File: src/rtl/sipo_deser.sv
// MSB-first serial-to-parallel deserializer with a one-word valid/ready output buffer.
// Optional even parity check on each word is enabled by defining SIPO_PARITY_EN.
module sipo_deser #(
  parameter int LEN = 4
) (
  input  logic           clk,
  input  logic           clr,
  input  logic           sin,
  input  logic           sin_vld,
  output logic           sin_rdy,
  output logic [LEN-1:0] out_data,
  output logic           out_vld,
  input  logic           out_rdy,
  output logic           out_perr
);

  localparam int CW = (LEN > 2) ? $clog2(LEN) : 1;
  localparam logic [CW-1:0] LAST = CW'(LEN - 1);

  localparam logic [1:0] COLLECT = 2'd0;
  localparam logic [1:0] FULL    = 2'd2;
`ifdef SIPO_PARITY_EN
  localparam logic [1:0] PARITY  = 2'd1;
`endif

  logic [1:0]     state;
  logic [CW-1:0]  bit_cnt;
  logic [LEN-1:0] sreg;
  logic           acc;
  logic           slot_free;
  logic           last;
  logic [LEN-1:0] shifted;
  logic           done;
  logic [LEN-1:0] done_word;
  logic           done_perr;

  assign sin_rdy   = (state != FULL);
  assign acc       = sin_vld && sin_rdy;
  assign slot_free = !out_vld || out_rdy;
  assign last      = (bit_cnt == LAST);
  assign shifted   = {sreg[LEN-2:0], sin};

`ifdef SIPO_PARITY_EN
  logic perr_hold;
  logic perr_q;

  assign done      = acc && (state == PARITY);
  assign done_word = sreg;
  assign done_perr = (^sreg) ^ sin;
  assign out_perr  = perr_q;
`else
  assign done      = acc && (state == COLLECT) && last;
  assign done_word = shifted;
  assign done_perr = 1'b0;
  assign out_perr  = 1'b0;
`endif

  always_ff @(posedge clk) begin
    if (clr) begin
      state    <= COLLECT;
      bit_cnt  <= '0;
      sreg     <= '0;
      out_data <= '0;
      out_vld  <= 1'b0;
`ifdef SIPO_PARITY_EN
      perr_hold <= 1'b0;
      perr_q    <= 1'b0;
`endif
    end else begin
      // A transfer empties the slot; a load below may refill it at the same edge.
      if (out_vld && out_rdy) out_vld <= 1'b0;

      if (state == COLLECT && acc) begin
        sreg    <= shifted;
        bit_cnt <= last ? '0 : bit_cnt + 1'b1;
`ifdef SIPO_PARITY_EN
        if (last) state <= PARITY;
`endif
      end

      if (done) begin
        if (slot_free) begin
          out_data <= done_word;
          out_vld  <= 1'b1;
          state    <= COLLECT;
`ifdef SIPO_PARITY_EN
          perr_q   <= done_perr;
`endif
        end else begin
          state <= FULL;
`ifdef SIPO_PARITY_EN
          perr_hold <= done_perr;
`endif
        end
      end

      if (state == FULL && slot_free) begin
        out_data <= sreg;
        out_vld  <= 1'b1;
        state    <= COLLECT;
`ifdef SIPO_PARITY_EN
        perr_q   <= perr_hold;
`endif
      end
    end
  end

endmodule
File: config.mk
export PLATFORM = sky130hd
export DESIGN_NAME = sipo_deser
export DESIGN_NICKNAME = d
export VERILOG_FILES = /design/src/rtl/sipo_deser.sv
export SDC_FILE = /design/constraint.sdc
export NUM_CORES = 1
export LEC_CHECK = 0
export ABC_AREA = 1
export CORE_MARGIN = 4
export CORE_UTILIZATION = 33
export CTS_CLUSTER_SIZE = 25
export DETAILED_ROUTE_END_ITERATION = 16
export GPL_TIMING_DRIVEN = 0
export PLACE_DENSITY_LB_ADDON = 0.3
export SYNTH_ARGS = -nofsm -noshare
export SYNTH_HDL_FRONTEND = slang
export SYNTH_SLANG_ARGS = --single-unit
File: constraint.sdc
create_clock -name clk -period 1.84 [get_ports clk]
set_clock_uncertainty 0.1 [all_clocks]
set_input_delay 0.368 -clock clk [delete_from_list [all_inputs] [get_ports clk]]
set_output_delay 0.368 -clock clk [all_outputs]
set_load 0.01 [all_outputs]
Yosys cells after proc, flatten, opt, wreduce, memory -nomap -nowiden. Index checks and enable logic that the tools add are counted.

Input port bits: 5. Logic and storage cells: 30. Memory bits (read-only): 0. Register bits after elaboration: 13. Latch bits: 0. Memories kept: 0. Bits in writable memories: 0. Output and inout bits: 7.

Bitwise operators: 0. Equality and inequality tests: 3. Shift operators: 0. Magnitude comparators: 0. $add $sub $neg: 1. Mux-type cells: 9. Reduce and logical (&&, ||, !) cells: 12. Divide/modulo/power cells: 0. Multipliers: 0.

Operators by type and width (number): $mux 4 (3); $logic_and 1x1->1 (5); $eq 2x2->1 const B (2); $mux 1 (4); $mux 2 (2); $reduce_bool 2->1 (2); $add 2x1->2 const B (1); $logic_not 2->1 (1); $ne 2x2->1 const B (1); $reduce_and 2->1 (1); $reduce_or 2->1 (1); $logic_not 1->1 (1); $logic_or 1x1->1 (1).

Longest topological paths before layout. Gate-level depths: netlist (run 1).

Depth in word-level cells: 6. Gate-level depth with buffers: 7. Mapped depth without buffers: 7.

Worst setup path after synthesis (run 1). Ideal clock, no wire load.

Kind: register -> register. Start point: reg bit_cnt[0]. End point: reg out_data[0]. Path slack: 0.796 ns. Clock period less this slack: 1.044 ns. Setup time: 0.070 ns. Arrival time: 0.874 ns. Path buffers: 0. Data required time: 1.670 ns. Cell stages (with the launch flop): 7. Path through: dfxtp_1 -> ha_1 -> nand2_1 -> nand2_2 -> nand2_2 -> inv_1 -> a21oi_1.

Word-level cells in the longest chain between the ends: 4.

RTL lines: start, declared (RTL line 27) `logic [CW-1:0] bit_cnt;`; start signal, assigned (RTL line 75) `bit_cnt <= last ? '0 : bit_cnt + 1'b1;`; $eq 2x2->1 (RTL line 40) `assign last = (bit_cnt == LAST);`; $logic_and 1x1->1 (RTL line 52) `assign done = acc && (state == COLLECT) && last;`; $reduce_bool 2->1 (no source line); $reduce_and 2->1 (no source line); end signal, assigned (RTL line 83) `out_data <= done_word;`; end signal, assigned (RTL line 98) `out_data <= sreg;`; end, declared (RTL line 11) `output logic [LEN-1:0] out_data,`.

Every way passes these cells. A chain may end at the register's enable or synchronous reset.

Final worst setup path (run 1).
Start point: reg state[1]. End point: out sin_rdy.

Word-level cells in the longest chain between the ends: 1.

RTL lines: start, declared (RTL line 26) `logic [1:0] state;`; start signal, assigned (RTL line 60) `state <= COLLECT;`; start signal, assigned (RTL line 85) `state <= COLLECT;`; start signal, assigned (RTL line 90) `state <= FULL;`; $ne 2x2->1 (RTL line 37) `assign sin_rdy = (state != FULL);`; end, declared (RTL line 10) `output logic sin_rdy,`.

Every way passes these cells.

==> impl_results.md, run 1 <==
* Fraction of layout cells with a size suffix above 1 at 0.101
* Final number of setup-violating endpoints at 0
* RSZ-0062 raised after global routing: false
* Number of vias after detailed routing at 458
* Largest net degree at the start of global routing at 11
* Sum of negative setup slack at 0 ps
* Overall global routing resource usage at 0.105
* Path type of the worst setup path: reg2out
* Buffers on Ports at 10
* Worst hold path stage count at 2
* Worst-case hold path end point: bit_cnt[1]
* Vias in the first global route at 385
* Hold Path Origin: bit_cnt[1]
* IO Pins at 12
* Clock slew at the register clock pins of the worst setup and hold paths at 80 ps
* Placed wire-length estimate after detailed placement at 747 um
* RR Startpoint: bit_cnt[0]
* Synth Cell Area at 528 um^2
* Antenna Cells at 0
* Max VDD drop at ~330 uV
* Peak fanout along the critical path at 7
* Cts bufs inserted at 3
* Starting density of the core at 0.350
* CTS tree: built
* Worst-case clock buffer depth at 2
* Highest clock rate at 565 MHz
* Netlist cell types at 14
* Height of the die at 48 um
* Req. time, crit path at roughly 1400 ps
* Post-route DRC at 0
* CTS Hold Buffers Added at 0
* GP Congestion at 0.725
* Arrival time reported for the critical path endpoint at 1300 ps
* Post-layout min period at ~1800 ps
* Signed area change from the synthesized netlist to the final layout at 29.6%
* Routed wire per std cell at 9.10 um
* Post-cts gate resize count at 0
* Average cell area after synthesis at just over 7 um^2
* FF+latch count, synth at 12
* Hold violation total from the final report at 0
* Net Count, Synth at between 80 and 90
* Critical Path Start Type: flip-flop
* Max-slew violation count at 0
* Destination of the worst register-to-register timing path: out_data[0]
* Path type of the worst min-delay path: reg2reg
* Final ANT Viol Nets at 0
* Root Buffer Master: clkbuf_4
* Leakage power summed over all cells at between 0.3 and 0.4 nW
* Detail-routed via count per cell at between 4 and 5
* Power density of the placed cells at 786 nW/um^2
* CTS H-tree depth at 1
* CTS sink cnt at 12
* Share of the yosys chip area belonging to registers at 0.455
* Iteration count of the initial detailed-routing pass at 4
* Gate Count Post-Synth at 75
* Net count of the finished layout at 96
* Overall die area at 2300 um^2
* Overflow left after global routing at 0
* Fill cell instance count of the final layout at 156
* Kind of end point of the critical path: output pin
* WL final at approximately 960 um
* First-pass GRT wire length at 1.54 mm
* Run status: completed
* Final core utilization at 0.454
* Synthesis warning total at 0
* Worst-Skew Late Latency at 270 ps
* Cell Rows at 14
* FF-to-FF path depth at 6
* Horizontal die dimension at 48 um
* Number of antenna violations at the first check in global routing at 0
* Number of buffers inserted by post-CTS setup repair at 0
* DRC marker count from the first detailed-route iteration at 10
* Max capacitance violation total at 0
* Total core area at 1510 um^2
* Share of the cycle needed by the critical path after routing at 0.962
* Setup slack on the worst flop-to-flop path at 680 ps
power breakdown:
| part | switching (mW) | internal [mW] | total, mW | leakage [nW] |
|---|---|---|---|---|
| sequential | 0.00500 | 0.270 | 0.275 | 0.0981 |
| clock | 0.0914 | 0.120 | 0.212 | 0.0210 |
| combinational | 0.0260 | 0.0250 | 0.0510 | 0.215 |
critical path: stages, from the launching register on:
cell and delay [ps]:
dfxtp_1 470, inv_2 80, clkdlybuf4s50_1 480
kinds of logic after synthesis:
kind of cell    count (synthesis)  synth area share
compound gates                 17             0.171
other cells                     1           0.00710
buf+inv                        16             0.128
simple gates                   28             0.216
fa+ha+maj                       1            0.0237
flops                          12             0.455
sequential cells by signal, indices dropped and copies added, names as in the netlist:
name and flops:
bit_cnt 2, out_data 4, sreg 4, out_vld 1
state 1
cell usage in the layout, fill, tap and decap left out, types with 2 or more instances in the layout:
master,Yosys,final
buf_4,2,2
nand2_2,2,2
o21ai_0,6,6
clkbuf_4,0,3
dfxtp_1,12,12
nand2_1,23,23
a21oi_1,10,10
clkdlybuf4s50_1,0,10
inv_1,13,13
synthesized netlist by cell type:
| library cell | number | area share |
|---|---|---|
| o21ai_0 | 6 | 0.057 |
| or2_1 | 1 | 0.012 |
| inv_2 | 1 | 0.0071 |
| nand2_1 | 23 | 0.16 |
| ha_1 | 1 | 0.024 |
| nor2_1 | 1 | 0.0071 |
| nor3_1 | 1 | 0.0095 |
| a21oi_1 | 10 | 0.095 |
| dfxtp_1 | 12 | 0.45 |
| nand2_2 | 2 | 0.024 |
| inv_1 | 13 | 0.092 |
| buf_4 | 2 | 0.028 |
| o211a_1 | 1 | 0.019 |
| conb_1 | 1 | 0.0071 |
layer usage:
metal / wire length [um] / GRT usage
met3: 44 / 0.0451
met5: 0 / 0
met4: 37 / 0.113
met1: 445 / 0.120
met2: 427 / 0.135
worst max-delay path by stage:
| stage | startpoint | to | slack, ps |
|---|---|---|---|
| 2_1_floorplan | bit_cnt[0] | out_data[0] | 800 |
| 3_5_place_dp | sin_vld | sreg[0] | 250 |
| 6_report | state[1] | sin_rdy | 70 |
| 4_1_cts | state[1] | sin_rdy | 60 |
| 3_3_place_gp | sin_vld | sreg[2] | 300 |
| 5_1_grt | state[1] | sin_rdy | 10 |
final cells by class:
class	count	area, um^2	area share
Sequential cell	12	240	0.351
Clock buffer	4	36.3	0.0530
Inverter	14	52.6	0.0768
Timing Repair Buffer	10	100	0.146
Buffer	2	15.0	0.0219
Multi-Input combinational cell	47	220	0.322
Tap cell	16	20.0	0.0293
per-stage QoR:
| step | setup WS (ps) | area [um^2] | hold WS [ps] | power (mW) | instances |
|---|---|---|---|---|---|
| global route | 12.9 | 684 | 411 | 0.563 | 105 |
| floorplan | 796 | 528 | 337 | 0.313 | 75 |
| detailed placement | 252 | 648 | 373 | 0.333 | 101 |
| CTS | 58.8 | 684 | 387 | 0.542 | 105 |
| global placement | 302 | 648 | 375 | 0.331 | 101 |
| finish | 70.5 | 684 | 386 | 0.538 | 105 |
Power figures use the tool's default switching activity.
==> run 2: changes to the inputs <==
CORE_AREA = 4 4 41 43   (was default)
CORE_MARGIN = default   (was 4)
CORE_UTILIZATION = default   (was 33)
DIE_AREA = 0 0 45 47   (was default)
==> impl_results.md, run 2 (synthesis results as in run 1) <==
* Run status: completed (unchanged)
* Max-slew violation count at 0 (unchanged)
* Path type of the worst setup path: reg2out (unchanged)
* Kind of end point of the critical path: output pin (unchanged)
* Sum of negative setup slack at 0 ps (unchanged)
* RSZ-0062 raised after global routing: false (unchanged)
* Largest registers ranked by flip-flop count: out_data x4, sreg x4, bit_cnt x2 (unchanged)
* CTS sink cnt at 12 (unchanged)
* Starting density of the core at 0.406 (was 0.350)
* Post-cts gate resize count at 0 (unchanged)
* Setup slack on the worst flop-to-flop path at 700 ps (was 680 ps)
* CTS tree: built (unchanged)
* Overflow left after global routing at 0 (unchanged)
* Height of the die at 47 um (was 48 um)
* Vias in the first global route at 369 (was 385)
* Power density of the placed cells at 773 nW/um^2 (was 786 nW/um^2)
* CTS H-tree depth at 1 (unchanged)
* First-pass GRT wire length at 1.48 mm (was 1.54 mm)
* Worst-case hold path end point: sreg[3] (was bit_cnt[1])
* Peak fanout along the critical path at 7 (unchanged)
* Family of cells with the greatest summed delay on the critical path: buffers and inverters (unchanged)
* Detail-routed via count per cell at 4.45 (was 4.36)
* RR Startpoint: bit_cnt[0] (unchanged)
* Cts bufs inserted at 3 (unchanged)
* Critical Path Start Type: flip-flop (unchanged)
* Max VDD drop at 617 uV (was 325 uV)
* Final ANT Viol Nets at 0 (unchanged)
* Combined area of the multi-input logic cells at 220 um^2 (unchanged)
* Number of antenna violations at the first check in global routing at 0 (unchanged)
* Worst-Skew Late Latency at 260 ps (was 270 ps)
* Fraction of layout cells with a size suffix above 1 at 0.101 (unchanged)
* Buffers on Ports at 10 (unchanged)
* Antenna Cells at 0 (unchanged)
* Hold violation total from the final report at 0 (unchanged)
* Horizontal die dimension at 45 um (was 48 um)
* Max capacitance violation total at 0 (unchanged)
* Fill cell instance count of the final layout at 139 (was 156)
* Worst hold path stage count at 2 (unchanged)
* Routed wire per std cell at 8.34 um (was 9.10 um)
* Root Buffer Master: clkbuf_4 (unchanged)
* Placed wire-length estimate after detailed placement at 646 um (was 747 um)
* Largest net degree at the start of global routing at 11 (unchanged)
* Total core area at 1300 um^2 (was 1510 um^2)
* Post-place instance area at 647 um^2 (was 648 um^2)
* WL final at 867 um (was 955 um)
* Final number of setup-violating endpoints at 0 (unchanged)
* Buffer and inverter count on the worst path at 2 (unchanged)
* Final non-filler cell area at 683 um^2 (was 684 um^2)
* Overall global routing resource usage at 0.0971 (was 0.105)
* Number of vias after detailed routing at 463 (was 458)
* Clock slew at the register clock pins of the worst setup and hold paths at 80 ps (about the same)
* Number of buffers inserted by post-CTS setup repair at 0 (unchanged)
* Overall die area at 2120 um^2 (was 2300 um^2)
* Peak per-stage delay on the critical path at 490 ps (was 480 ps)
* FF-to-FF path depth at 6 (unchanged)
* CTS Hold Buffers Added at 0 (unchanged)
* Leakage power summed over all cells at 0.334 nW (unchanged)
* Iteration count of the initial detailed-routing pass at 4 (unchanged)
* Signed area change from the synthesized netlist to the final layout at 29.4% (was 29.6%)
* Post-Route Hold Slack at 378 ps (was 386 ps)
* Net count of the finished layout at 96 (unchanged)
* Highest clock rate at 573 MHz (was 565 MHz)
* IO Pins at 12 (unchanged)
* Share of the cycle needed by the critical path after routing at 0.948 (was 0.962)
* Leading cell types in the layout, fill and taps excluded: nand2_1 (23), inv_1 (13), dfxtp_1 (12), a21oi_1 (10), clkdlybuf4s50_1 (10) (unchanged)
* Path type of the worst min-delay path: reg2reg (unchanged)
* Hold Path Origin: sreg[2] (was bit_cnt[1])
* Standard cell with the maximum stage delay on the critical path: clkdlybuf4s50_1 (unchanged)
* Arrival time reported for the critical path endpoint at 1280 ps (was 1300 ps)
* Flip-flop and latch area at 240 um^2 (unchanged)
* Req. time, crit path at 1370 ps (about the same)
* Cell Rows at 13 (was 14)
* Post-route DRC at 0 (unchanged)
* Crit-path cells: inv_2, clkdlybuf4s50_1 (unchanged)
* Destination of the worst register-to-register timing path: out_data[2] (was out_data[0])
* Most common cell after layout, fill and taps aside: nand2_1 (unchanged)
* Post-layout min period at 1740 ps (was 1770 ps)
* GP Congestion at 0.679 (was 0.725)
* DRC marker count from the first detailed-route iteration at 12 (was 10)
* Worst-case clock buffer depth at 2 (unchanged)
-- run 2: cell counts in the layout (fill, tap and decap cells not counted) --
Identical to the previous run, type by type.
-- run 2: worst max path at each step --
| stage | start | to | slack, ps | depth (start not counted) |
|---|---|---|---|---|
| 4_1_cts | state[1] | sin_rdy | 80 | 2 |
| 3_3_place_gp | sin_vld | sreg[0] | 300 | 6 |
| 3_5_place_dp | sin_vld | sreg[0] | 280 | 6 |
| 5_1_grt | state[1] | sin_rdy | 30 | 2 |
| 2_1_floorplan | bit_cnt[0] | out_data[0] | 800 | 6 |
| 6_report | state[1] | sin_rdy | 100 | 2 |
-- run 2: power breakdown --
part	internal, mW	switching, mW	total (mW)
Clock	0.120	0.0819	0.202
Sequential	0.271	0.00498	0.276
Combinational	0.0248	0.0256	0.0504
Total	0.416	0.112	0.528
-- run 2: metal layers --
metal  vias to the layer above  GRT usage  part of all wire
met1                       194      0.125              0.51
li1                        256          -                 -
met5                         -          0                 0
met4                         0     0.0175            0.0069
met3                         2     0.0575             0.078
met2                        11      0.141              0.41
-- run 2: through the flow --
stage | setup slack, ps | instances | total power [mW] | util
after global placement | 296 | 100 | 0.331 | 0.497
after floorplan | 796 | 75 | 0.313 | -
final | 95.6 | 104 | 0.528 | 0.525
after global routing | 26.3 | 104 | 0.560 | 0.525
after detailed placement | 282 | 100 | 0.332 | 0.497
after CTS | 80.8 | 104 | 0.535 | 0.525
-- run 2: worst reg2reg max path, stage by stage, from the launching register on --
cell,delay [ps]
dfxtp_1,330
ha_1,200
nand2_1,70
nand2_2,60
nand2_2,100
inv_1,90
a21oi_1,140
-- run 2: area by class of cell --
cell class	count	area share
plain buffers	2	0.0220
clock buffers	4	0.0531
inverters	14	0.0769
multi-input cells	47	0.322
flip-flops and latches	12	0.352
well taps	15	0.0275
repair buffers	10	0.147
